## src/rtl/mdio_phy_responder_pkg.sv

```systemverilog
// mdio_phy_responder_pkg: shared MDIO Clause 22 constants, FSM states and register helpers.
package mdio_phy_responder_pkg;
  localparam logic [1:0] MDIO_OP_READ  = 2'b10;
  localparam logic [1:0] MDIO_OP_WRITE = 2'b01;
  localparam int PHYAD_W = 5;
  localparam int REGAD_W = 5;
  localparam int DATA_W  = 16;
  localparam logic [4:0] REG_BMCR   = 5'd0;
  localparam logic [4:0] REG_BMSR   = 5'd1;
  localparam logic [4:0] REG_PHYID1 = 5'd2;
  localparam logic [4:0] REG_PHYID2 = 5'd3;
  typedef enum logic [2:0] {S_HUNT, S_ST, S_OP, S_PHYAD, S_REGAD, S_TA, S_DATA} state_e;
  function automatic logic is_ro(input logic [4:0] a);
    return a == REG_BMSR || a == REG_PHYID1 || a == REG_PHYID2;
  endfunction
endpackage

```

## src/rtl/mdio_phy_responder_regfile.sv

```systemverilog
// mdio_regfile: 32x16 PHY register file with constant ID/status regs and BMCR soft reset.
module mdio_regfile
  import mdio_phy_responder_pkg::*;
#(
  parameter logic [15:0] REG0_RST = 16'h1140,
  parameter logic [15:0] REG1_VAL = 16'h796D,
  parameter logic [15:0] PHYID1   = 16'h0022,
  parameter logic [15:0] PHYID2   = 16'h1622
) (
  input  logic        clk,
  input  logic        rst,
  input  logic        we,
  input  logic [4:0]  wr_addr,
  input  logic [15:0] wr_data,
  input  logic [4:0]  rd_addr,
  output logic [15:0] rd_data
);
  logic [15:0] mem_q [32];
  logic [15:0] mem_d [32];
  always_comb begin
    mem_d = mem_q;
    if (we && !is_ro(wr_addr)) begin
      if (wr_addr == REG_BMCR && wr_data[15]) begin
        for (int i = 0; i < 32; i++) mem_d[i] = '0;
        mem_d[0] = REG0_RST;
      end else begin
        mem_d[wr_addr] = wr_data;
      end
    end
  end
  always_ff @(posedge clk or posedge rst) begin
    if (rst) begin
      for (int i = 0; i < 32; i++) mem_q[i] <= '0;
      mem_q[0] <= REG0_RST;
    end else begin
      mem_q <= mem_d;
    end
  end
  // BMCR bit 15 is self-clearing, so it never reads back as 1
  assign rd_data = rd_addr == REG_BMSR   ? REG1_VAL :
                   rd_addr == REG_PHYID1 ? PHYID1 :
                   rd_addr == REG_PHYID2 ? PHYID2 :
                   rd_addr == REG_BMCR   ? {1'b0, mem_q[0][14:0]} : mem_q[rd_addr];
endmodule

```

## src/rtl/mdio_phy_responder.sv

```systemverilog
// mdio_phy_responder: Clause 22 MDIO slave, oversamples MDC/MDIO on clk and serves a 32x16 regfile.
module mdio_phy_responder
  import mdio_phy_responder_pkg::*;
#(
  parameter logic [4:0]  PHY_ADDR     = 5'b00100,
  parameter int          PREAMBLE_MIN = 32,
  parameter logic [15:0] REG0_RST     = 16'h1140,
  parameter logic [15:0] REG1_VAL     = 16'h796D,
  parameter logic [15:0] PHYID1       = 16'h0022,
  parameter logic [15:0] PHYID2       = 16'h1622
) (
  input  logic        clk,
  input  logic        rst,
  input  logic        mdc,
  input  logic        mdio_i,
  output logic        mdio_o,
  output logic        mdio_t,
  output logic        reg_wr_valid,
  output logic [4:0]  reg_wr_addr,
  output logic [15:0] reg_wr_data,
  output logic        frame_error
);
  localparam int PW = $clog2(PREAMBLE_MIN + 1);
  localparam logic [PW-1:0] PRE_MAX = PW'(PREAMBLE_MIN);
  state_e state_q, state_d;
  logic [2:0] mdc_sync_q, mdc_sync_d;
  logic [1:0] mdio_sync_q, mdio_sync_d;
  logic [PW-1:0] pre_q, pre_d;
  logic [4:0] cnt_q, cnt_d, phy_q, phy_d, ra_q, ra_d, wa_q, wa_d;
  logic [15:0] sh_q, sh_d, wd_q, wd_d, rd_data;
  logic rd_q, rd_d, o_q, o_d, t_q, t_d, wv_q, wv_d, err_q, err_d, we;
  logic rise, b;
  assign rise = mdc_sync_q[1] & ~mdc_sync_q[2];
  assign b = mdio_sync_q[1];
  always_comb begin
    mdc_sync_d = {mdc_sync_q[1:0], mdc};
    mdio_sync_d = {mdio_sync_q[0], mdio_i};
    state_d = state_q;
    pre_d = pre_q;
    cnt_d = cnt_q;
    rd_d = rd_q;
    phy_d = phy_q;
    ra_d = ra_q;
    sh_d = sh_q;
    o_d = o_q;
    t_d = t_q;
    wv_d = 1'b0;
    wa_d = wa_q;
    wd_d = wd_q;
    err_d = 1'b0;
    we = 1'b0;
    if (rise) begin
      unique case (state_q)
        S_HUNT: begin
          pre_d = b ? (pre_q == PRE_MAX ? pre_q : pre_q + 1'b1) : '0;
          if (!b && pre_q == PRE_MAX) state_d = S_ST;
        end
        S_ST: begin
          state_d = b ? S_OP : S_HUNT;
          err_d = !b;
          cnt_d = 5'd1;
        end
        S_OP: begin
          sh_d = {sh_q[14:0], b};
          cnt_d = cnt_q - 5'd1;
          if (cnt_q == 5'd0) begin
            rd_d = {sh_q[0], b} == MDIO_OP_READ;
            if ({sh_q[0], b} == MDIO_OP_READ || {sh_q[0], b} == MDIO_OP_WRITE) begin
              state_d = S_PHYAD;
              cnt_d = 5'd4;
            end else begin
              state_d = S_HUNT;
              err_d = 1'b1;
            end
          end
        end
        S_PHYAD: begin
          phy_d = {phy_q[3:0], b};
          cnt_d = cnt_q - 5'd1;
          if (cnt_q == 5'd0) begin
            state_d = S_REGAD;
            cnt_d = 5'd4;
          end
        end
        S_REGAD: begin
          ra_d = {ra_q[3:0], b};
          cnt_d = cnt_q - 5'd1;
          if (cnt_q == 5'd0) begin
            state_d = phy_q == PHY_ADDR ? S_TA : S_HUNT;
            cnt_d = 5'd1;
            if (rd_q) sh_d = rd_data;
          end
        end
        S_TA: begin
          cnt_d = cnt_q - 5'd1;
          if (rd_q) begin
            if (cnt_q == 5'd1) begin
              t_d = 1'b0;
              o_d = 1'b0;
            end else begin
              o_d = sh_q[15];
              sh_d = sh_q << 1;
              state_d = S_DATA;
              cnt_d = 5'd15;
            end
          end else if (b != cnt_q[0]) begin
            // write turnaround must be 1 then 0
            state_d = S_HUNT;
            err_d = 1'b1;
          end else if (cnt_q == 5'd0) begin
            state_d = S_DATA;
            cnt_d = 5'd15;
          end
        end
        S_DATA: begin
          cnt_d = cnt_q - 5'd1;
          if (rd_q) begin
            o_d = cnt_q == 5'd0 ? 1'b1 : sh_q[15];
            t_d = cnt_q == 5'd0;
            sh_d = sh_q << 1;
          end else begin
            sh_d = {sh_q[14:0], b};
          end
          if (cnt_q == 5'd0) begin
            state_d = S_HUNT;
            we = !rd_q;
            wv_d = !rd_q && !is_ro(ra_q);
            wa_d = wv_d ? ra_q : wa_q;
            wd_d = wv_d ? {sh_q[14:0], b} : wd_q;
          end
        end
        default: state_d = S_HUNT;
      endcase
    end
  end
  always_ff @(posedge clk or posedge rst) begin
    if (rst) begin
      state_q <= S_HUNT;
      mdc_sync_q <= '0;
      mdio_sync_q <= '0;
      pre_q <= '0;
      cnt_q <= '0;
      rd_q <= 1'b0;
      phy_q <= '0;
      ra_q <= '0;
      sh_q <= '0;
      o_q <= 1'b1;
      t_q <= 1'b1;
      wv_q <= 1'b0;
      wa_q <= '0;
      wd_q <= '0;
      err_q <= 1'b0;
    end else begin
      state_q <= state_d;
      mdc_sync_q <= mdc_sync_d;
      mdio_sync_q <= mdio_sync_d;
      pre_q <= pre_d;
      cnt_q <= cnt_d;
      rd_q <= rd_d;
      phy_q <= phy_d;
      ra_q <= ra_d;
      sh_q <= sh_d;
      o_q <= o_d;
      t_q <= t_d;
      wv_q <= wv_d;
      wa_q <= wa_d;
      wd_q <= wd_d;
      err_q <= err_d;
    end
  end
  mdio_regfile #(
    .REG0_RST(REG0_RST), .REG1_VAL(REG1_VAL), .PHYID1(PHYID1), .PHYID2(PHYID2)
  ) u_regfile (
    .clk(clk), .rst(rst), .we(we), .wr_addr(ra_q), .wr_data({sh_q[14:0], b}),
    .rd_addr({ra_q[3:0], b}), .rd_data(rd_data)
  );
  assign mdio_o = o_q;
  assign mdio_t = t_q;
  assign reg_wr_valid = wv_q;
  assign reg_wr_addr = wa_q;
  assign reg_wr_data = wd_q;
  assign frame_error = err_q;
endmodule

```

## config.mk

```make
export PLATFORM = sky130hd
export DESIGN_NAME = mdio_phy_responder
export DESIGN_NICKNAME = d
export VERILOG_FILES = /design/src/rtl/mdio_phy_responder_pkg.sv /design/src/rtl/mdio_phy_responder_regfile.sv /design/src/rtl/mdio_phy_responder.sv
export SDC_FILE = /design/constraint.sdc
export NUM_CORES = 1
export LEC_CHECK = 0
export CORE_ASPECT_RATIO = 0.8
export CORE_MARGIN = 2
export CORE_UTILIZATION = 60
export CTS_BUF_LIST = sky130_fd_sc_hd__clkbuf_8
export DETAILED_ROUTE_END_ITERATION = 7
export PLACE_DENSITY = 0.77
export SLEW_MARGIN = 10
export SYNTH_ARGS = -nofsm -noshare
export SYNTH_HDL_FRONTEND = slang
export SYNTH_HIERARCHICAL = 1
export SYNTH_SLANG_ARGS = --single-unit
```

## constraint.sdc

```tcl
create_clock -name clk -period 17.16 [get_ports clk]
set_input_delay 1.716 -clock clk [delete_from_list [all_inputs] [get_ports clk]]
set_output_delay 1.716 -clock clk [all_outputs]
set_load 0.005 [all_outputs]
```

Yosys cells after proc, flatten, opt, wreduce, memory -nomap -nowiden
Cells that the tools add are included.

storage, ports and cells
  bits in registers = 583
  latch bits = 0
  memory bits (writable) = 0
  bits in read-only memories = 0
  input bits = 4
  output and inout port bits = 25
  word-level logic and storage cells = 177
  memories kept = 0

operators by class
  add/subtract/negate cells = 2
  multipliers = 0
  div/mod/pow operators = 0
  magnitude comparators = 3
  equal/unequal tests = 31
  shift operators = 0
  mux-type cells = 62
  bitwise logic cells = 4
  reduce and logical (&&, ||, !) cells = 28

operator list
  cell                                                              count
  512-bit bitwise mux                                               1
  512-bit two-way mux                                               1
  16-bit two-way mux                                                11
  16-bit binary-select mux with 5-bit select                        1
  16-bit demux with 5-bit select                                    1
  16-bit case mux with 4 select lines                               1
  5-bit two-way mux                                                 8
  3-bit two-way mux                                                 10
  5-bit case mux with 6 select lines                                1
  2-bit inequality test (second input constant)                     11
  3-bit case mux with 7 select lines                                1
  5-bit by 2-bit == test with 1-bit output (second input constant)  4
  1-bit two-way mux                                                 19
  5-bit by 1-bit == test with 1-bit output (second input constant)  3
  5-bit logical NOT                                                 3
  6-bit greater-or-equal comparator (second input constant)         2
  6-bit two-way mux                                                 2
  5-bit inverter with 6-bit output                                  2
  3-bit == test (second input constant)                             3
  4-bit AND reduction                                               2
  8-bit AND reduction                                               1
  6-bit by 1-bit adder with 6-bit output (second input constant)    1
  3-bit by 2-bit == test with 1-bit output (second input constant)  2
  6-bit == test (second input constant)                             1
  25 further kinds                                                  38

Logic depth before layout (Yosys ltp)
  depth in word-level cells = 11
  depth in mapped cells = 12

Modules after synthesis
Netlist, hierarchy kept.

by module, submodules not included
  module              instances  cells each  area each (µm²)
  mdio_regfile        1          1949        22137.5
  mdio_phy_responder  1          315         3513.4

Worst setup path before layout
OpenSTA, ideal clock, no wires.

  kind = register -> register
  start = register cnt_q[0]
  end = register u_regfile/mem_q[192] in the netlist's numbering
  setup time = 0.121 ns
  arrival = 2.940 ns
  data required time = 17.039 ns
  slack = 14.099 ns
  stages on the path, launching flop included = 13
  clock period less this slack = 3.061 ns
  cells stage by stage = dfrtp_1 -> inv_1 -> ha_1 -> nor4b_4 -> nand3_2 -> nor3_2 -> nand2_1 -> or3_1 -> clkbuf_1 -> nor2_2 -> nor2_2 -> buf_2 -> a22o_1

between the ends
  longest elaborated chain between the ends = 5

RTL lines
  item                    RTL line                          text
  start, declared         mdio_phy_responder.sv:29          logic [4:0] cnt_q, cnt_d, phy_q, phy_d, ra_q, ra_d, wa_q, wa_d;
  start signal, assigned  mdio_phy_responder.sv:158         cnt_q <= cnt_d;
  5-bit logical NOT       mdio_phy_responder.sv:124         if (cnt_q == 5'd0) begin
  1-bit two-way mux       mdio_phy_responder.sv:124
  1-bit two-way mux       mdio_phy_responder.sv:53          unique case (state_q)
  1-bit two-way mux       mdio_phy_responder.sv:52          if (rise) begin
  net we                  mdio_phy_responder.sv:31          logic rd_q, rd_d, o_q, o_d, t_q, t_d, wv_q, wv_d, err_q, err_d, we;
  1-bit logical AND       mdio_phy_responder_regfile.sv:22  if (we && !is_ro(wr_addr)) begin
  end signal, assigned    mdio_phy_responder_regfile.sv:36  mem_q <= mem_d;
  end, declared           mdio_phy_responder_regfile.sv:18  logic [15:0] mem_q [32];

The timed path passes the listed nets, and every way through them passes these cells.
A chain may end at the register's enable or synchronous reset.

Worst setup path in the final report
  start = register cnt_q[0]
  end = register u_regfile/mem_q[224] in the netlist's numbering

The elaborated chain is that of the path after synthesis.

==> metrics.txt <==
outcome complete, no violations; Design Power 2.49 mW; FP Rows 67; most frequent cells in the layout dfrtp_1 (547), o21ai_0 (381), nand3_1 (312); period utilization 25.8%; largest net degree at the start of global routing 260; Initial Utilization 61.1%; Critical Path AT 4.97 ns; Worst Skew 0.0310 ns; gpl congestion 0.924; number of fill cells in the layout 3105; # setup viols final 0; starting DRC count in detailed routing 2411; DIE HEIGHT 189 um; area of the core 42000 sq um; residual DRC count 0; Max H-tree Level 3; drt via density 6.79; wire per inst 24.4 um; CTS clk-pin slew, worst paths 0.06 ns; Detailed Route WL 67800 um; Placement Cell Area 25900 sq um; Setup TNS Final 0 ns; PD cells 90.2 nW/um^2; startpoint types flop; final core utilization 65.7%; Leak 11.8 nW; Routed Antenna Nets 0; worst hold path class flop to flop; area leader, netlist dfrtp_1; average size of a mapped cell 11.3 sq um; Design Area, Final 27600 sq um; ys async rst share 100%; Hold Worst Slack 0.359 ns; actual slew at the worst max-slew pin 1.21 ns; Final Max Tran Viols 0; Final Non-Filler Cells 2785; clock root buffer clkbuf_8; Initial DRT Pass Iterations 6; relative slew slack 19.1%; mapped cell area 25700 sq um; cell count after synthesis 2264; placed cell count 2635; Peak VDD IR 0.0000588 V; NumNets Final 2180; fin crit period 4.43 ns; WP data required 17.70 ns; Via Count 18921; I/O pin count 29; DIE AREA 44400 sq um; P&R area growth vs syn 7.54%; total gr overflow 0; vias in the first global route 18393; Yosys warning total 6; DP HPWL 40100 um; footprint of the multi-input gates 10600 sq um; Setup Buffers After CTS 0; hold_buf cts 0; top achievable clock speed 0.226 GHz; share of the synthesized area in the top cell type 53.8%; GRT Resource Usage Total 31.0%; CP Capture Type flop; CTS tree done; first-pass GRT wire length 107000 um; Crit Path Max Fanout 17; total CTS buffers 86; initial antenna violation count 2; post_cts resized 0; CTS Buffer Depth 3; Final WS setup 12.73 ns; RSZ-0062 raised after global routing no; synth unique cells 66; port bufs 28; # Max-Cap Violations 0; largest cells by area after synthesis dfrtp_1 (54%), mux4_2 (11%), o21ai_0 (7.4%); path type of the worst setup path flop to flop; commonest non-fill, non-tap cell in the layout dfrtp_1; EDFF count, synth 0; Die X 235 um; pre-CTS WS 11.99 ns; Clk Latency, worst-skew pair 0.66 ns; Fin. Hold Viols 0; layout cells sized above 1 16.1%; most common flop cell mapped by yosys dfrtp_1; clock net sink count 556; Seq cells post-synth 556; Register Area 13900 sq um; post-synth net total 2273; sequential fraction of the synthesis area 54.3%
-- layer usage --
metal	up-vias	part of all wire [%]	track usage, %
li1	8117	-	-
met5	-	0	0
met1	9593	42	46.8
met4	0	3.5	12.1
met3	165	11	8.06
met2	1046	43	43.4
-- flip-flops by register name, indices dropped and copies added (netlist names), 3 cells and up --
register and flops:
pre_q 6, reg_wr_addr 5, sh_q 16, ra_q 5
reg_wr_data 16, phy_q 5, u_regfile/mem_q 485, mdc_sync_q 3
cnt_q 5, state_q 3
-- cells in the mapped netlist, types with 2 or more instances --
cell / instances
and3_1: 6
a21oi_1: 40
nand2b_1: 12
a2111oi_0: 2
or3_1: 2
dfstp_2: 5
and2_0: 5
nand4_1: 3
o31ai_1: 4
buf_2: 29
mux4_2: 121
buf_1: 20
a21oi_2: 14
ha_1: 5
a22oi_1: 3
nand3b_1: 2
nor2_1: 57
a22o_1: 132
a211oi_1: 13
dfrtp_1: 551
mux2i_1: 42
nand3_1: 313
o21a_1: 2
inv_1: 21
nand2_1: 127
clkbuf_1: 168
buf_6: 11
a221oi_1: 12
nor2b_1: 14
nor3b_1: 2
or2_2: 2
a31oi_1: 4
o211ai_1: 2
and2_1: 34
o21ai_0: 381
nor3_1: 10
nor4_1: 2
a32o_1: 2
mux2_2: 42
a21o_1: 2
buf_4: 9
nor2_2: 10
o31a_1: 3
-- critical path, stage by stage, from the launching register on --
cell and delay (ns):
dfrtp_1 0.45, inv_1 0.16, ha_1 0.26, nor4b_4 0.51
nand3_2 0.20, nor3_2 0.16, buf_4 0.22, nand2_1 0.15
or3_1 0.46, nor2_2 0.80, nor2_1 0.43, buf_4 0.31
a22o_1 0.19
-- area by class of cell --
cell class                      instances  area share [%]
Timing Repair Buffer                   56            1.87
Clock inverter                         37           0.662
Clock buffer                          112            5.59
Sequential cell                       556            50.5
Multi-Input combinational cell       1450            38.5
Inverter                               21           0.313
Tap cell                              552            2.50
Antenna cell                            1         0.00907
-- kinds of logic (layout without fill, tap and decap cells) --
group,count (synthesis),after routing,share of synthesized area [%]
compound gates,629,629,15.2
xor+xnor,1,1,0.0342
fa+ha+maj,5,5,0.244
buf+inv,258,226,4.37
flops,556,556,54.3
mux,205,205,14.1
other cells,0,1,0
simple gates,610,610,11.8
-- final timing paths --
kind | start | end | slack, ns | depth (start not counted)
setup / recovery | cnt_q[0] | u_regfile/mem_q[224] | 12.73 | 12
hold / removal | mdio_sync_q[0] | mdio_sync_q[1] | 0.36 | 0
setup reg to reg | cnt_q[0] | u_regfile/mem_q[224] | 12.73 | 12
hold reg to reg | mdio_sync_q[0] | mdio_sync_q[1] | 0.36 | 0
max in group asynchronous | rst | u_regfile/mem_q[56] | 12.79 | 4
min in group asynchronous | rst | u_regfile/mem_q[475] | 1.76 | 2
-- power breakdown --
part | internal (mW) | total [mW] | switching [mW]
sequential | 1.31 | 1.32 | 0.00593
combinational | 0.0147 | 0.0546 | 0.0398
clock | 0.596 | 1.11 | 0.518
Power figures use the tool's default switching activity.
